<file path="config.mk">
export PLATFORM = sky130hd
export DESIGN_NAME = vadd_fp16
export DESIGN_NICKNAME = d
export VERILOG_FILES = /design/src/rtl/vadd_fp16.sv
export SDC_FILE = /design/constraint.sdc
export NUM_CORES = 1
export LEC_CHECK = 0
export CORE_MARGIN = 1
export CORE_UTILIZATION = 32
export DETAILED_ROUTE_END_ITERATION = 10
export PLACE_DENSITY = 0.55
export SETUP_SLACK_MARGIN = 0.1
export SYNTH_ARGS = -nofsm -noshare
export SYNTH_HDL_FRONTEND = slang
export SYNTH_SLANG_ARGS = --single-unit
</file>
<file path="constraint.sdc">
create_clock -name Clk -period 0.8 [get_ports Clk]
set_clock_uncertainty 0.15 [all_clocks]
set_input_delay 0.16 -clock Clk [delete_from_list [all_inputs] [get_ports Clk]]
set_output_delay 0.16 -clock Clk [all_outputs]
set_load 0.02 [all_outputs]
</file>
<file path="src/rtl/vadd_fp16.sv">
// Registered IEEE-754 binary16 adder with overflow flag; VADD_SAT_EN selects saturation to max finite on overflow.
// Latency: 1 cycle, one add accepted every clock.
// Backpressure: none; A and B are sampled on every rising Clk.
module vadd_fp16 (
  input  logic        Clk,
  input  logic        Rst,
  input  logic [15:0] A,
  input  logic [15:0] B,
  output logic [15:0] Sum,
  output logic        Overflow
);

  function automatic logic [3:0] lzc14(input logic [13:0] v);
    lzc14 = 4'd14;
    for (int i = 0; i < 14; i++) begin
      if (v[i]) lzc14 = 4'(13 - i);
    end
  endfunction

  logic        sa, sb;
  logic [4:0]  xa, xb;
  logic [9:0]  fa, fb;
  logic        nan_a, nan_b, inf_a, inf_b;
  logic        a_big, eff_sub;

  logic        sl;
  logic [4:0]  xl, xs, el, es, d;
  logic [10:0] ml, ms;
  logic [45:0] shf;
  logic [13:0] aligned;
  logic [14:0] mag;
  logic [3:0]  lz;
  logic [4:0]  lshift;
  logic [13:0] norm;
  logic [6:0]  en, fld;
  logic        rnd_up;
  logic [11:0] rm;
  logic [9:0]  frac;
  logic        rs, ovf;
  logic [15:0] nxt_sum;
  logic        nxt_ovf;

  assign {sa, xa, fa} = A;
  assign {sb, xb, fb} = B;
  assign nan_a   = (xa == 5'h1f) && (fa != 10'd0);
  assign nan_b   = (xb == 5'h1f) && (fb != 10'd0);
  assign inf_a   = (xa == 5'h1f) && (fa == 10'd0);
  assign inf_b   = (xb == 5'h1f) && (fb == 10'd0);
  assign a_big   = A[14:0] >= B[14:0];
  assign eff_sub = sa ^ sb;

  // Larger magnitude first; subnormals use effective exponent 1 and hidden bit 0.
  always_comb begin
    sl = a_big ? sa : sb;
    xl = a_big ? xa : xb;
    xs = a_big ? xb : xa;
    ml = a_big ? {xa != 5'd0, fa} : {xb != 5'd0, fb};
    ms = a_big ? {xb != 5'd0, fb} : {xa != 5'd0, fa};
    el = (xl == 5'd0) ? 5'd1 : xl;
    es = (xs == 5'd0) ? 5'd1 : xs;
    d  = el - es;
  end

  // Three extra low bits hold guard/round/sticky; everything shifted past them folds into sticky.
  assign shf     = {ms, 35'd0} >> d;
  assign aligned = shf[45:32] | {13'd0, |shf[31:0]};
  assign mag     = eff_sub ? ({1'b0, ml, 3'b000} - {1'b0, aligned})
                           : ({1'b0, ml, 3'b000} + {1'b0, aligned});
  assign lz      = lzc14(mag[13:0]);

  always_comb begin
    lshift = 5'd0;
    norm   = 14'd0;
    en     = 7'd0;
    if (mag[14]) begin
      norm = {mag[14:2], mag[1] | mag[0]};
      en   = {2'b00, el} + 7'd1;
    end else begin
      // Left shift stops at exponent 1 so tiny results come out subnormal.
      lshift = ({1'b0, lz} > (el - 5'd1)) ? (el - 5'd1) : {1'b0, lz};
      norm   = mag[13:0] << lshift;
      en     = {2'b00, el} - {2'b00, lshift};
    end
  end

  assign rnd_up = norm[2] & (norm[3] | norm[1] | norm[0]);
  assign rm     = {1'b0, norm[13:3]} + {11'd0, rnd_up};

  always_comb begin
    fld  = 7'd0;
    frac = rm[9:0];
    if (rm[11]) begin
      fld  = en + 7'd1;
      frac = 10'd0;
    end else if (rm[10]) begin
      fld  = en;
    end
  end

  // Exact cancellation yields +0; only same-sign zero addition keeps the sign.
  assign rs  = (mag == 15'd0) ? (eff_sub ? 1'b0 : sl) : sl;
  assign ovf = fld >= 7'd31;

  always_comb begin
    nxt_sum = {rs, fld[4:0], frac};
    nxt_ovf = 1'b0;
    if (nan_a || nan_b || (inf_a && inf_b && eff_sub)) begin
      nxt_sum = 16'h7e00;
    end else if (inf_a) begin
      nxt_sum = A;
    end else if (inf_b) begin
      nxt_sum = B;
    end else if (ovf) begin
      nxt_ovf = 1'b1;
`ifdef VADD_SAT_EN
      nxt_sum = {rs, 15'h7bff};
`else
      nxt_sum = {rs, 15'h7c00};
`endif
    end
  end

  always_ff @(posedge Clk or posedge Rst) begin
    if (Rst) begin
      Sum      <= 16'h0000;
      Overflow <= 1'b0;
    end else begin
      Sum      <= nxt_sum;
      Overflow <= nxt_ovf;
    end
  end

endmodule

</file>
==> flow_summary.json, run 1 <==
{
  "synthTopCellsByArea": "ha_1 11%, mux2i_1 7.5%, dfrtp_1 6.5%, nand2_1 5.5%, a21oi_1 4.6%",
  "place.gp.congestion": 0.942,
  "rsz0062_at_grt": "true",
  "syn_area_sq_mm": 0.00651,
  "initialDrtViolationCount": 592,
  "n_antenna_cell": 0,
  "ys_seq_area_share_pct": 6.53,
  "syn_nets": 1009,
  "fin_area_sq_mm": 0.0122,
  "critPathBufInv": 47,
  "wirelength_um": 32300,
  "total_leakage_power_nw": 5.76,
  "grt_usage_pct": 30.5,
  "placedCellCount": 1580,
  "setup_slack_ns": -10.46,
  "period_share_pct": 1410,
  "cp_top_family": "buffers and inverters",
  "path_common_cell": "buf_4",
  "period_minus_slack_ns": 11.26,
  "via_count": 9481,
  "yosys.area.top_type": "ha_1",
  "critical_path.max_stage_delay_ns": 0.56,
  "drc": 0,
  "cts_tree": "done",
  "cts_root_buf": "clkbuf_16",
  "async_flop_share_pct": 100,
  "synth_most_common_cell": "nand2_1",
  "synth_warnings": 0,
  "area_delta_synth_final_pct": 86.9,
  "grt_max_degree": 39,
  "grt_first_pass_wirelength_um": 49900,
  "critPathKind": "in -> reg",
  "cts_buffer_depth": 2,
  "drive_gt1_share_pct": 52.6,
  "report.final.hold_viol_count": 0,
  "cap_violations": 0,
  "final_cells": 1711,
  "hold_class": "in -> async",
  "synth_top_cell_area_share_pct": 10.8,
  "synth.distinct_cells": 95,
  "die_w_um": 145,
  "status": "finished, violations left",
  "finalSetupViolCount": 34,
  "io_buffer_count": 50,
  "violations": "setup timing",
  "synth.top_cells.by_count": "96 x nand2_1, 60 x a21oi_1, 59 x inv_1, 59 x nor2_1, 56 x ha_1",
  "tightest_slew_ns": 0.560,
  "ant_nets": 0,
  "core_sq_mm": 0.0197,
  "synth_cells": 916,
  "ctsHoldBuffers": 0,
  "wl_per_cell_um": 18.9,
  "dr.pass1.iters": 5,
  "syn_area_per_cell_sq_um": 7.11,
  "h-tree-depth": 1,
  "clock_sinks": 17,
  "clk_pin_slew_worst_paths_ns": 0.05,
  "pin_count": 51,
  "grt_pass1_vias": 9468,
  "critPathLaunchType": "primary input",
  "vias_per_cell": 5.54,
  "powerDensity_mw_per_mm2": 4570,
  "cp-end-kind": "flop",
  "final_max_slew_viol_count": 0,
  "required_ns": 0.77,
  "cp_slowest_cell": "or4_4",
  "synth_edf_count": 0,
  "max_freq_mhz": 88.8,
  "finalNetCount": 1540,
  "rows": 51,
  "grt-ovfl-total": 0,
  "cts-buffers-inserted": 3,
  "peakVddDrop_v": 0.00193,
  "slew_headroom_pct": 62.6,
  "postPlaceCellArea_sq_mm": 0.0104,
  "start_util_pct": 33.0,
  "cp_max_fo": 6,
  "synth-main-ff-cell": "dfrtp_1",
  "dp_hpwl_um": 23500,
  "ys_ff_latch": 17,
  "die_y_um": 145,
  "grt_antenna_before_repair": 0,
  "cp.arrival_ns": 11.22,
  "die-area_sq_mm": 0.0209
}
## power by group
| part | internal, mW | switching [mW] | total [mW] |
|---|---|---|---|
| logic | 26.6 | 26.4 | 53.1 |
| clock network | 0.670 | 0.335 | 1.00 |
| registers | 1.36 | 0.186 | 1.55 |
## final timing paths
kind	from	endpoint	slack, ns	depth (start not counted)
setup / recovery	A[9]	Sum[9]$_DFF_PP0_	-10.46	72
min in group Clk	A[13]	Sum[15]$_DFF_PP0_	0.44	7
max in group asynchronous	Rst	Sum[0]$_DFF_PP0_	0.31	3
hold / removal	Rst	Sum[15]$_DFF_PP0_	0.07	3
## registers in the layout, summed over array words and instances, names as in the netlist
register  cells
Overflow      1
Sum          16
## area by class of cell
type	instances	area [sq um]
inverter	63	259
sequential	17	425
clock buffer	3	75.1
multi-input combinational	797	6640
timing repair buffer	564	4420
tap	265	332
timing repair inverter	1	7.51
fill	1714	7550
clock inverter	1	5.00
## layer usage
| metal | global-route usage [%] | wire length (um) |
|---|---|---|
| met5 | 0 | 0 |
| met2 | 53.4 | 15500 |
| met3 | 2.95 | 1500 |
| met4 | 11.2 | 1320 |
| met1 | 38.4 | 14000 |
## cell usage in the layout (no fill, tap or decap), drive strengths merged, types with 14 or more instances in the layout
master    n
a211oi   20
a21o     18
a21oi    62
a31oi    15
and3     15
buf     552
dfrtp    17
ha       56
inv      62
mux2     16
mux2i    49
nand2    96
nand2b   14
nand3    32
nand4    15
nor2     60
nor3     28
o211ai   17
o21ai    67
xnor2    24
## kinds of logic (layout without fill, tap and decap cells)
kind of cell / Yosys count / count (layout) / share of synthesized area, %
muxes: 68 / 68 / 11.4
adders and majority gates: 59 / 59 / 11.7
xor gates and xnor gates: 32 / 32 / 4.54
DFF: 17 / 17 / 6.53
other: 1 / 1 / 0.0576
and+or+nand+nor: 319 / 320 / 25.0
AOI/OAI and AO/OA: 316 / 317 / 34.1
buffers and inverters: 104 / 632 / 6.69
## through the flow
stage | utilization [%] | power, mW | hold WS, ns | worst slack (ns) | setup TNS, ns
6_report | 61.7 | 55.6 | 0.0735 | -10.46 | -177.88
3_5_place_dp | 52.8 | 46.4 | 0.341 | -11.09 | -191.72
5_1_grt | 61.7 | 59.2 | 0.0973 | -10.68 | -182.18
2_1_floorplan | - | 25.1 | -0.0639 | -9.98 | -165.22
3_3_place_gp | 52.8 | 46.4 | 0.335 | -10.98 | -189.25
4_1_cts | 59.2 | 51.5 | 0.0829 | -10.04 | -171.25
## what timing repair did
action                                  in CTS  in global routing
buffers inserted                            94                 31
pin swaps                                   55                 63
endpoints found under the setup margin      34                 34
cloned                                       3                  0
resized for setup                          298                 73
Power figures use the tool's default switching activity.
==> inputs of run 2 (changes only) <==
--- a/config.mk
+++ b/config.mk
@@ -6,10 +6,10 @@
 export NUM_CORES = 1
 export LEC_CHECK = 0
 export CORE_MARGIN = 1
-export CORE_UTILIZATION = 32
+export CORE_UTILIZATION = 50
 export DETAILED_ROUTE_END_ITERATION = 10
-export PLACE_DENSITY = 0.55
-export SETUP_SLACK_MARGIN = 0.1
+export PLACE_DENSITY = 0.76
+export SETUP_SLACK_MARGIN = 0.05
 export SYNTH_ARGS = -nofsm -noshare
 export SYNTH_HDL_FRONTEND = slang
 export SYNTH_SLANG_ARGS = --single-unit
==> run 2 against run 1 <==
The run now fails in global routing. Synthesized cell count is the same. Area after synthesis did not move.
==> flow_summary.json, run 2 <==
{
  "status": "stopped before the end",
  "failing_step": "global routing",
  "firstError": "[ERROR GRT-0232] Routing congestion too high. Check the congestion heatmap in the GUI.",
  "h-tree-depth": 1,
  "synthTopCellsByArea": "ha_1 11%, mux2i_1 7.5%, dfrtp_1 6.5%, nand2_1 5.5%, a21oi_1 4.6%",
  "postGrtWorstEndpoint": "Sum[8]$_DFF_PP0_/D",
  "die_w_um": 116,
  "worst-ep-kind": "register input",
  "cts_buffer_depth": 2,
  "synth.distinct_cells": 95,
  "async_flop_share_pct": 100,
  "syn_area_sq_mm": 0.00651,
  "dp_hpwl_um": 23200,
  "placedCellCount": 1458,
  "die_y_um": 116,
  "synth_most_common_cell": "nand2_1",
  "grt_usage_pct": 76.6,
  "syn_area_per_cell_sq_um": 7.11,
  "grt_max_degree": 39,
  "io_buffer_count": 50,
  "ys_ff_latch": 17,
  "synth_edf_count": 0,
  "syn_nets": 1009,
  "grt-ovfl-total": 130,
  "clock_sinks": 17,
  "pin_count": 51,
  "synth_cells": 916,
  "place.gp.congestion": 1.08,
  "cts-buffers-inserted": 3,
  "synth.top_cells.by_count": "96 x nand2_1, 60 x a21oi_1, 59 x inv_1, 59 x nor2_1, 56 x ha_1",
  "synth_top_cell_area_share_pct": 10.8,
  "synth_warnings": 0,
  "start_util_pct": 51.4,
  "yosys.area.top_type": "ha_1",
  "cts_root_buf": "clkbuf_16",
  "ctsHoldBuffers": 0,
  "synth-main-ff-cell": "dfrtp_1",
  "rows": 41,
  "ys_seq_area_share_pct": 6.53
}
==> run 2: what timing repair did <==
| action | in CTS |
|---|---|
| pin swaps | 64 |
| gates resized for setup | 269 |
| setup endpoints to repair | 34 |
| setup buffers | 61 |
| cloned | 2 |
==> run 2: metrics by stage <==
stage,TNS [ns],setup slack (ns),utilization [%],instance area (sq um)
after floorplan,-165.22,-9.98,-,6880
after global placement,-186.58,-10.79,79.9,10100
after detailed placement,-190.53,-11.01,79.9,10100
after CTS,-168.12,-9.86,87.1,11000
==> run 2: logic make-up after synthesis <==
kind of cell,after synthesis,share of synthesized area [%]
AOI/OAI and AO/OA,316,34.1
xor gates and xnor gates,32,4.54
adders and majority gates,59,11.7
buffers and inverters,104,6.69
DFF,17,6.53
muxes,68,11.4
other,1,0.0576
and+or+nand+nor,319,25.0
==> run 2: layer usage <==
metal,GRT usage [%],overflow
met1,76.0,1
met2,96.7,78
met3,57.4,0
met4,81.1,51
met5,14.8,0
==> inputs of run 3 (changes only) <==
--- a/config.mk
+++ b/config.mk
@@ -6,10 +6,9 @@
 export NUM_CORES = 1
 export LEC_CHECK = 0
 export CORE_MARGIN = 1
-export CORE_UTILIZATION = 50
+export CORE_UTILIZATION = 35
 export DETAILED_ROUTE_END_ITERATION = 10
-export PLACE_DENSITY = 0.76
-export SETUP_SLACK_MARGIN = 0.05
+export PLACE_DENSITY_LB_ADDON = 0.15
 export SYNTH_ARGS = -nofsm -noshare
 export SYNTH_HDL_FRONTEND = slang
 export SYNTH_SLANG_ARGS = --single-unit
==> run 3 against run 2 <==
The flow now finishes, with violations (DRC, setup timing).
==> flow_summary.json, run 3 (synthesized netlist as in run 1, its figures left out) <==
{
  "regMostFlops": "Sum",
  "setup_slack_ns": -10.21,
  "grt_pass1_vias": 9153,
  "n_antenna_cell": 0,
  "via_count": 9394,
  "cts_buffer_depth": 2,
  "rsz0062_at_grt": "true",
  "start_util_pct": 36.0,
  "critPathLaunchType": "primary input",
  "dr.pass1.iters": 11,
  "drc": 13,
  "initialDrtViolationCount": 796,
  "ant_nets": 0,
  "fin_util_pct": 66.1,
  "seq_area_sq_um": 425,
  "cap_violations": 0,
  "ctsHoldBuffers": 0,
  "grt_usage_pct": 30.7,
  "critical_path.max_stage_delay_ns": 0.54,
  "place.gp.congestion": 0.919,
  "layout_common_cells": "483 x buf_4, 90 x nand2_1, 57 x nor2_1",
  "cp_slowest_cell": "a2111oi_1",
  "required_ns": 0.78,
  "cp-end-kind": "flop",
  "h-tree-depth": 1,
  "grt_max_degree": 39,
  "peakVddDrop_v": 0.00170,
  "grt-ovfl-total": 0,
  "violations": "DRC, setup timing",
  "pre_cts_slack_ns": -11.08,
  "fillers": 1545,
  "wl_per_cell_um": 18.5,
  "final_max_slew_viol_count": 0,
  "rows": 49,
  "grt_first_pass_wirelength_um": 47600,
  "top_regs": "Sum: 16 flops, Overflow: 1 flops",
  "max_freq_mhz": 90.9,
  "cts-buffers-inserted": 3,
  "path_common_cell": "buf_4",
  "wirelength_um": 30700,
  "cp_max_fo": 7,
  "total_leakage_power_nw": 5.67,
  "cp.arrival_ns": 10.98,
  "die_w_um": 138,
  "final_cells": 1659,
  "critPathKind": "in -> reg",
  "multiInputGateArea_sq_mm": 0.00658,
  "clk_pin_slew_worst_paths_ns": 0.05,
  "finalNetCount": 1524,
  "clock_sinks": 17,
  "layout_commonest_cell": "buf_4",
  "die_y_um": 138,
  "setup_tns_ns": -173.69,
  "power.total_mw": 56.0,
  "tightest_slew_ns": 0.590,
  "status": "finished, violations left",
  "grt_antenna_before_repair": 0,
  "report.final.hold_viol_count": 0,
  "dp_hpwl_um": 23700,
  "drive_gt1_share_pct": 51.1,
  "area_delta_synth_final_pct": 83.5,
  "cts_root_buf": "clkbuf_16",
  "finalSetupViolCount": 34,
  "powerDensity_mw_per_mm2": 4690,
  "core_sq_mm": 0.0181,
  "hold_class": "in -> async",
  "period_share_pct": 1380,
  "vias_per_cell": 5.66,
  "io_buffer_count": 50,
  "pin_count": 51,
  "largest_reg_flops": 16,
  "period_minus_slack_ns": 11.01,
  "cts_tree": "done",
  "placedCellCount": 1550,
  "slew_headroom_pct": 60.6,
  "die-area_sq_mm": 0.0191
}
==> run 3: area by class of cell <==
cell class | instances | area share [%]
Inverter | 63 | 2.19
Timing Repair Buffer | 549 | 36.1
Multi-Input combinational cell | 797 | 55.0
Tap cell | 229 | 2.40
Sequential cell | 17 | 3.56
Clock buffer | 3 | 0.628
Clock inverter | 1 | 0.0419
==> run 3: critical path: cells and delay by family <==
| family | cells | cell delay [ns] |
|---|---|---|
| adders and majority gates | 5 | 1.25 |
| xor gates and xnor gates | 1 | 0.28 |
| and+or+nand+nor | 6 | 1.36 |
| muxes | 5 | 0.89 |
| buffers and inverters | 28 | 3.41 |
| AOI/OAI and AO/OA | 20 | 3.66 |
==> run 3: timing repair <==
action | 4_1_cts | 5_1_grt
setup buffers | 76 | 28
gates resized for setup | 255 | 84
cloned | 2 | 0
endpoints found under the setup margin | 34 | 34
pin swaps | 62 | 40
==> run 3: power by group <==
part	internal, mW	leakage [nW]	total, mW	switching [mW]
Sequential	1.36	0.206	1.55	0.189
Clock	0.668	0.0409	0.984	0.316
Combinational	27.2	5.42	53.5	26.3
Total	29.2	5.67	56.0	26.8
==> run 3: metal layers <==
metal / vias up / track usage (%) / wire length [um]
li1: 4492 / - / -
met1: 4371 / 39.2 / 13100
met2: 431 / 54.9 / 14700
met3: 100 / 2.42 / 1860
met4: 0 / 9.40 / 1060
met5: - / 0 / 0
==> run 3: worst paths after layout <==
kind,cells after the start,from,slack (ns),to
max,65,B[1],-10.21,Sum[14]$_DFF_PP0_
min,3,Rst,0.07,Sum[15]$_DFF_PP0_
max in group asynchronous,3,Rst,0.30,Sum[0]$_DFF_PP0_
min in group Clk,3,B[15],0.44,Sum[15]$_DFF_PP0_
==> run 3: metrics by stage <==
step                      hold slack [ns]  instance area, sq um
after floorplan                   -0.0639                  6880
after global placement              0.334                 10400
after detailed placement            0.330                 10400
after CTS                          0.0781                 11400
after global routing                0.123                 11900
final                              0.0738                 11900
